**config.mk**
```make
export PLATFORM = sky130hd
export DESIGN_NAME = key_expand_ctrl
export DESIGN_NICKNAME = d
export VERILOG_FILES = /design/src/rtl/key_expand_ctrl.sv
export SDC_FILE = /design/constraint.sdc
export NUM_CORES = 2
export LEC_CHECK = 0
export ABC_AREA = 0
export BUFFER_PORTS_ARGS = -buffer_cell sky130_fd_sc_hd__clkbuf_2
export CAP_MARGIN = 20
export CORE_MARGIN = 3
export CORE_UTILIZATION = 45
export CTS_BUF_LIST = sky130_fd_sc_hd__clkbuf_4 sky130_fd_sc_hd__clkbuf_8 sky130_fd_sc_hd__clkbuf_16
export DETAILED_ROUTE_END_ITERATION = 8
export GPL_TIMING_DRIVEN = 0
export PLACE_DENSITY = 0.65
export SYNTH_ARGS = -nofsm -noshare
export SYNTH_HDL_FRONTEND = slang
export SYNTH_SLANG_ARGS = --single-unit
```
**constraint.sdc**
```tcl
create_clock -name clk -period 5.1 [get_ports clk]
set_clock_uncertainty 0.1 [all_clocks]
set_input_delay 0.255 -clock clk [delete_from_list [all_inputs] [get_ports clk]]
set_output_delay 0.255 -clock clk [all_outputs]
set_load 0.01 [all_outputs]
```
**src/rtl/key_expand_ctrl.sv**
```systemverilog
`default_nettype none
// ============================================================================
//  Module      : key_expand_ctrl
//  Description : Sequencer for a registered single-round key-step datapath.
//                On start it runs NR key steps from the cipher key and
//                generates the Rcon sequence itself. Every round key is kept
//                in an (NR+1)-entry register store, which the round datapath
//                reads through an indexed, registered read port. Decryption
//                reads the indices in reverse order.
//  Revision    : 1.0  initial release
// ============================================================================
module key_expand_ctrl #(
    parameter int          NR        = 10,
    parameter int          KS_LAT    = 1,
    parameter logic [7:0]  RCON_INIT = 8'h01
) (
    input  logic           clk,
    input  logic           rst_n,
    input  logic           start,
    input  logic           abort,
    input  logic [127:0]   key_in,
    output logic           busy,
    output logic           done,
    output logic           keys_valid,
    output logic [127:0]   ks_key_in,
    output logic [31:0]    ks_rcon,
    input  logic [127:0]   ks_key_out,
    input  logic [3:0]     rd_idx,
    output logic [127:0]   rd_key,
    output logic           rd_err
);

    // Round counter wide enough to hold NR; step counter covers KS_LAT <= 3.
    localparam int             RW     = $clog2(NR + 1);
    localparam logic [RW-1:0]  c_NR   = RW'(NR);
    localparam logic [RW-1:0]  c_ONE  = RW'(1);
    localparam logic [1:0]     c_LAT  = 2'(KS_LAT);
    localparam logic [31:0]    c_NR32 = 32'(NR);

    typedef enum logic [1:0] {
        S_IDLE = 2'd0,
        S_STEP = 2'd1,
        S_FIN  = 2'd2
    } state_t;

    state_t          r_state;
    logic [RW-1:0]   r_round;
    logic [1:0]      r_cnt;
    logic [7:0]      r_rcon;
    logic            r_busy;
    logic            r_done;
    logic            r_keys_valid;
    logic [127:0]    r_ks_key_in;
    logic [31:0]     r_ks_rcon;
    logic [127:0]    r_rk [0:NR];
    logic [127:0]    r_rd_key;
    logic            r_rd_err;

    logic [7:0]      w_xtime;
    logic            w_rd_oob;

    // Next Rcon byte: multiply by x in GF(2^8) with the AES polynomial.
    assign w_xtime  = {r_rcon[6:0], 1'b0} ^ (r_rcon[7] ? 8'h1b : 8'h00);
    assign w_rd_oob = ({28'd0, rd_idx} > c_NR32);

    // Expansion sequencer: owns state, counters, key store and datapath drive.
    // ks_key_in / ks_rcon are registered so they stay stable for a whole step;
    // ks_key_in is loaded with the key just written, i.e. rk[round-1].
    always_ff @(posedge clk or negedge rst_n) begin
        if (!rst_n) begin
            r_state      <= S_IDLE;
            r_round      <= '0;
            r_cnt        <= '0;
            r_rcon       <= '0;
            r_busy       <= 1'b0;
            r_done       <= 1'b0;
            r_keys_valid <= 1'b0;
            r_ks_key_in  <= '0;
            r_ks_rcon    <= '0;
            for (int i = 0; i <= NR; i++) begin
                r_rk[i] <= '0;
            end
        end else begin
            r_done <= 1'b0;
            case (r_state)
                S_IDLE: begin
                    // abort has priority over start when both are raised
                    if (start && !abort) begin
                        r_rk[0]      <= key_in;
                        r_round      <= c_ONE;
                        r_rcon       <= RCON_INIT;
                        r_cnt        <= '0;
                        r_keys_valid <= 1'b0;
                        r_busy       <= 1'b1;
                        r_ks_key_in  <= key_in;
                        r_ks_rcon    <= {RCON_INIT, 24'h0};
                        r_state      <= S_STEP;
                    end
                end
                S_STEP: begin
                    if (abort) begin
                        // Partially written entries stay but are flagged invalid.
                        r_state      <= S_IDLE;
                        r_busy       <= 1'b0;
                        r_keys_valid <= 1'b0;
                        r_cnt        <= '0;
                        r_ks_key_in  <= '0;
                        r_ks_rcon    <= '0;
                    end else if (r_cnt == c_LAT) begin
                        r_rk[r_round] <= ks_key_out;
                        r_cnt         <= '0;
                        r_rcon        <= w_xtime;
                        if (r_round == c_NR) begin
                            r_state     <= S_FIN;
                            r_busy      <= 1'b0;
                            r_ks_key_in <= '0;
                            r_ks_rcon   <= '0;
                        end else begin
                            r_round     <= r_round + c_ONE;
                            r_ks_key_in <= ks_key_out;
                            r_ks_rcon   <= {w_xtime, 24'h0};
                        end
                    end else begin
                        r_cnt <= r_cnt + 2'd1;
                    end
                end
                S_FIN: begin
                    r_done       <= 1'b1;
                    r_keys_valid <= 1'b1;
                    r_state      <= S_IDLE;
                end
                default: begin
                    r_state <= S_IDLE;
                end
            endcase
        end
    end

    // Registered read port; out-of-range indices return zero and flag an error.
    always_ff @(posedge clk or negedge rst_n) begin
        if (!rst_n) begin
            r_rd_key <= '0;
            r_rd_err <= 1'b0;
        end else begin
            r_rd_key <= w_rd_oob ? '0 : r_rk[rd_idx];
            r_rd_err <= w_rd_oob;
        end
    end

    assign busy       = r_busy;
    assign done       = r_done;
    assign keys_valid = r_keys_valid;
    assign ks_key_in  = r_ks_key_in;
    assign ks_rcon    = r_ks_rcon;
    assign rd_key     = r_rd_key;
    assign rd_err     = r_rd_err;

endmodule
`default_nettype wire

```
# Yosys cells after proc, flatten, opt, wreduce, memory -nomap -nowiden

Index checks and enable logic that the tools add are counted.

Bits in registers: 1716
Input port bits: 264
Output and inout port bits: 292
Word-level logic and storage cells: 105

Add/subtract/negate cells: 2
Magnitude comparators: 4
Equal/unequal tests: 11
Muxes and demuxes: 48
Bitwise operators: 4
Reductions and logical operators: 14

Operators by type and width:

| cell                                                        | count |
|---|---|
| two-way mux 1408 bit                                        | 2 |
| bitwise mux 1408 bit                                        | 1 |
| two-way mux 128 bit                                         | 8 |
| binary-select mux 128 bit (select 4 bit)                    | 1 |
| demux 128 bit (select 4 bit)                                | 1 |
| case mux 128 bit (2 select lines)                           | 2 |
| two-way mux 32 bit                                          | 4 |
| case mux 32 bit (2 select lines)                            | 1 |
| two-way mux 8 bit                                           | 3 |
| two-way mux 4 bit                                           | 4 |
| case mux 8 bit (2 select lines)                             | 1 |
| two-way mux 2 bit                                           | 7 |
| AND reduction 3 bit                                         | 4 |
| >= comparator 5 bit (second input constant)                 | 2 |
| inequality test 2 bit (second input constant)               | 5 |
| NOT 4 -> 5 bit                                              | 2 |
| case mux 2 bit (2 select lines)                             | 2 |
| case mux 4 bit (2 select lines)                             | 1 |
| AND reduction 4 bit                                         | 2 |
| bitwise XOR 8 x 5 -> 8 bit                                  | 1 |
| two-way mux 1 bit                                           | 7 |
| inequality test 3 bit (second input constant)               | 2 |
| less-than comparator 5 x 1 -> 1 bit (second input constant) | 1 |
| two-way mux 5 bit                                           | 1 |
| 16 further kinds                                            | 18 |

# Longest topological paths before layout

Word-level depth: 9
Mapped depth: 8

# Worst setup path after synthesis

Ideal clock, no wire load.

Path type: flip-flop to flip-flop
Start: register r_round[0]
End: register r_rk[107] in the netlist's numbering
Setup time: 125 ps
Data arrival time: 1916 ps
Path slack: 2959 ps
Stages on the path, launching flop included: 8
Cells stage by stage: dfrtp_1 inv_1 ha_1 and3b_1 nand2_1 clkbuf_1 buf_2 mux2_2

Longest elaborated chain between the ends: 6
Elaborated cells between the ends (all ways): 7
Those cells by class: 2 x order compare; 3 x mux; 1 x bitwise; 1 x reduce/logical

RTL lines:

| element                                                                                          | line | text |
|---|---|---|
| start, declared                                                                                  | 47   | `logic [RW-1:0] r_round;` |
| start signal, assigned                                                                           | 90   | `r_round <= c_ONE;` |
| start signal, assigned                                                                           | 119  | `r_round <= r_round + c_ONE;` |
| NOT 4 -> 5 bit (implied by the code) *                                                           | 110  | `r_rk[r_round] <= ks_key_out;` |
| >= comparator 5 bit (implied by the code) or less-than comparator 5 x 1 -> 1 bit (tied branches) | 110  |  |
| logical AND 1 bit (implied by the code)                                                          | 110  |  |
| two-way mux 128 bit (implied by the code)                                                        | 110  |  |
| demux 128 bit (select 4 bit) *                                                                   | 110  |  |
| bitwise mux 1408 bit *                                                                           | 110  |  |
| end signal, assigned by index                                                                    | 110  |  |
| end, declared                                                                                    | 55   | `logic [127:0] r_rk [0:NR];` |

Every way passes the cells marked *; elsewhere a longest branch is shown, timed or not.
A chain may end at the register's enable or synchronous reset.

# Worst setup path after layout

Start: register r_round[0]
End: register r_ks_key_in[122], in the netlist ks_key_in[122]

Longest elaborated chain between the ends: 5

RTL lines:

| element                           | line | text |
|---|---|---|
| equality test 4 bit               | 113  | `if (r_round == c_NR) begin` |
| two-way mux 128 bit               | 113  |  |
| two-way mux 128 bit               | 109  | `end else if (r_cnt == c_LAT) begin` |
| two-way mux 128 bit               | 101  | `if (abort) begin` |
| case mux 128 bit (2 select lines) | 85   | `case (r_state)` |
| end signal, assigned              | 95   | `r_ks_key_in <= key_in;` |
| end signal, assigned              | 120  | `r_ks_key_in <= ks_key_out;` |
| end, declared                     | 53   | `logic [127:0] r_ks_key_in;` |

No other way between the ends. The select of a mux whose other input is x is not followed.

==> key figures <==
Timing
  • Final Hold Viols: 0
  • Setup TNS Final: 0 ns
  • Relative max-transition margin: 26.5%
  • Slew Viols, Final: 0
  • Worst-Margin Slew: about 1.1 ns
  • Period Utilization, post-route: 66.9%
  • Hold slack: roughly 0.13 ns
  • RSZ-0062 raised after global routing: false
  • Min Tclk post-route: 3.41 ns
  • Max Clock Freq: approximately 0.3 GHz
  • # setup viols final: 0

Floorplan
  • Starting Density: 45.5%
  • Die X: between 400 and 500 um
  • Die Area: 0.170 mm2
  • IO Pins: around 560
  • Row count: around 150
  • Core Region: approximately 0.16 mm2
  • Die Y-Extent: 412 um

Hold path
  • Hold Path Stages: 3
  • Worst Hold Launch: ks_key_out[32]
  • Hold Path Sink: r_rk[32]$_DFFE_PN0P_
  • Hold crit path type: in -> reg

Finish
  • Nets: between 6,000 and 7,000
  • P&R area growth vs syn: 20.4%
  • FILL cells: 13,385
  • Layout cell share with drive strength beyond 1: 35.0%

Placement
  • DP HPWL: 154,000 um
  • Port-buffer cells: 528
  • RePlAce Congestion: 0.815

Worst setup path
  • WP data required: 5.74 ns
  • R2r setup slk: 1.69 ns
  • FF-to-FF End: ks_key_in[122]$_DFFE_PN0P_
  • Setup crit end kind: flip-flop
  • Startpoint types: flip-flop
  • Setup CP Type: reg -> reg
  • Worst-case reg-to-reg path depth: 8
  • R2R Path Start: r_round[0]$_DFFE_PN0P_
  • WP data arrival: 4.05 ns
  • Critical path peak fanout: 10

Synthesis
  • Yosys top cell area share: 57.0%
  • Yosys warnings: 0
  • Most common flop cell mapped by yosys: dfrtp_1
  • EDFF count, synth: 0
  • Synth area leaders: dfrtp_1 (57%), mux2_2 (15%), mux2i_1 (7.0%)
  • Count leader, synth: dfrtp_1
  • Avg Cell Area, Syn: 14.0 um2
  • Seq cells post-synth: ~1,700
  • Ys async rst share: 100%
  • Dominant cell type by area after synthesis: dfrtp_1
  • Post-synth top cells: dfrtp_1 (1,692), mux2_2 (987), mux2i_1 (517), mux2_1 (296), clkbuf_1 (273)
  • Register area share after synthesis: a little under three fifths
  • Cell variety after synth: 43
  • Syn Inst Count: around 5,300
  • Synth Cell Area: ~0.074 mm2

Drt
  • Drt first pass iters: 5
  • Number of vias per cell: 5.67
  • DRC Markers: 0
  • WL/cell: 25.6 um
  • Final ANT Viol Nets: 0
  • DRT Wirelength: 222,000 um
  • Initial DRC count: 3,464
  • Via count: roughly 50,000

Global routing
  • Vias in the first global route: roughly 50,000
  • Met1 Use GR: between 30% and 40%
  • First-pass GRT wire length: 330,000 um
  • Met2 GRT Util: 41.4%
  • Pin count of the biggest net entering global routing: 117
  • Met3 usage: 5.09%
  • Gr busiest metal: met2
  • Initial antenna violation count: 16
  • Overall routing resource usage: 26.0%
  • Grt total ovfl: 0

Pwr
  • Cell Pwr Density: 397 mW/mm2
  • Clk pwr share: 38.2%
  • Net switching power: 0.00938 W
  • Switching portion of total power: 26.4%
  • VDD IR max: 414 uV
  • Cell internal pwr: around 0.026 W
  • Leak Pwr: 45.4 nW
  • Combinational share of power: around 16%
  • Seq pwr share: a little under half

Clock tree
  • # clock sinks: 1,692
  • CTS root buf: clkbuf_16
  • Worst-case clock buffer depth: 3
  • H-tree Lvls: 4
  • Gates resized, CTS repair: 0
  • TritonCTS clock tree: built
  • CTS Buf Count: 182
  • Clk_lat worst skew: 0.84 ns
  • Clk slew on worst S/H paths: 0.06 ns

Flow run
  • Max-cap violations: 0

Status
  • Run status: finished, final reports clean
==> kinds of logic (layout without fill, tap and decap cells) <==
family,count (synthesis),after routing,synth area share [%]
buffers and inverters,679,1829,3.92
other,1,47,0.00505
DFF,1692,1692,57.0
AOI/OAI and AO/OA,797,797,7.57
xor gates and xnor gates,3,3,0.0354
muxes,1928,1928,30.3
and+or+nand+nor,200,200,1.16
adders and majority gates,4,4,0.0673
==> area by class of cell <==
type / instances / area, um2 / area share (%)
Clock buffer: 262 / 5420 / 6.05
Tap cell: 2175 / 2720 / 3.04
Timing Repair Buffer: 826 / 6080 / 6.79
Multi-Input combinational cell: 2956 / 29200 / 32.6
Inverter: 137 / 514 / 0.574
Clock inverter: 62 / 791 / 0.883
Antenna cell: 23 / 57.6 / 0.0643
Sequential cell: 1692 / 42300 / 47.3
Buffer: 542 / 2420 / 2.70
==> layout by cell type, fill, tap and decap left out, types with 5 or more instances in the layout <==
master,n
dfrtp_1,1692
o22ai_1,257
mux4_2,128
nand3_1,13
a2bb2oi_1,128
a21oi_1,10
nor2_1,8
buf_16,21
mux2i_1,517
clkbuf_16,183
clkbuf_4,40
diode_2,23
a211o_1,128
dlygate4sd3_1,264
mux2_1,296
mux2_2,987
clkbuf_1,255
o21ai_0,134
clkbuf_8,40
buf_2,219
nand2_1,153
clkbuf_2,545
buf_4,24
clkinv_2,31
bufinv_16,11
clkinvlp_4,6
buf_1,26
a22oi_1,128
conb_1,24
inv_1,137
nor2b_1,5
buf_8,8
nand2b_1,6
==> power groups by stage <==
stage                     Sequential [W]  Combinational (W)  Clock (W)
after detailed placement          0.0166            0.00535          0
after floorplan                   0.0166            0.00318          0
final                             0.0165            0.00549     0.0136
after global routing              0.0167            0.00597     0.0144
after CTS                         0.0164            0.00554     0.0138
after global placement            0.0167            0.00515          0
==> worst max-delay path, stage by stage, from the launching register on <==
cell and delay [ns]:
dfrtp_1 0.43, inv_1 0.09, ha_1 0.26, and3b_1 0.27, nor3_4 0.53, clkbuf_2 0.64, buf_2 0.51, a22oi_1 0.25
mux2i_1 0.19
==> worst max path at each step <==
| stage | endpoint | cells after the start | from |
|---|---|---|---|
| after floorplan | r_rk[107]$_DFFE_PN0P_ | 7 | r_round[0]$_DFFE_PN0P_ |
| final | ks_key_in[122]$_DFFE_PN0P_ | 8 | r_round[0]$_DFFE_PN0P_ |
| after global routing | ks_key_in[70]$_DFFE_PN0P_ | 8 | r_round[0]$_DFFE_PN0P_ |
| after global placement | r_rk[761]$_DFFE_PN0P_ | 1 | rst_n |
| after detailed placement | rd_key[97]$_DFF_PN0_ | 8 | rd_idx[0] |
| after CTS | ks_key_in[107]$_DFFE_PN0P_ | 8 | r_round[0]$_DFFE_PN0P_ |
==> metrics by stage <==
step	setup WS [ns]	utilization, %	total power (W)	std cells	cell area, um2
2_1_floorplan	2.96	-	0.0197	5327	74400
3_3_place_gp	-38.18	48.8	0.0219	8030	79800
3_5_place_dp	1.35	49.3	0.0220	8062	80600
4_1_cts	1.54	54.7	0.0358	8650	89400
5_1_grt	1.49	54.7	0.0370	8652	89500
6_report	1.69	54.8	0.0355	8675	89500
==> registers in the layout, indices dropped and copies added, names as in the netlist <==
register    cells
rd_key        128
rd_err          1
keys_valid      1
busy            1
done            1
r_round         4
r_rcon          8
r_cnt           2
ks_rcon         8
r_state         2
r_rk         1408
ks_key_in     128
==> metal layers <==
metal	vias to the layer above	share of wire (%)
met5	-	0
met4	0	3.9
met3	386	6.4
met2	1520	47
met1	25773	43
li1	21500	-
==> repair_timing <==
item / in CTS / in global routing
buffers inserted: 0 / 0
hold buffers: 264 / 0
setup endpoints to repair: 0 / 0
hold endpoints to repair: 1681 / 0
No activity file was read; power rests on OpenSTA's default activity.
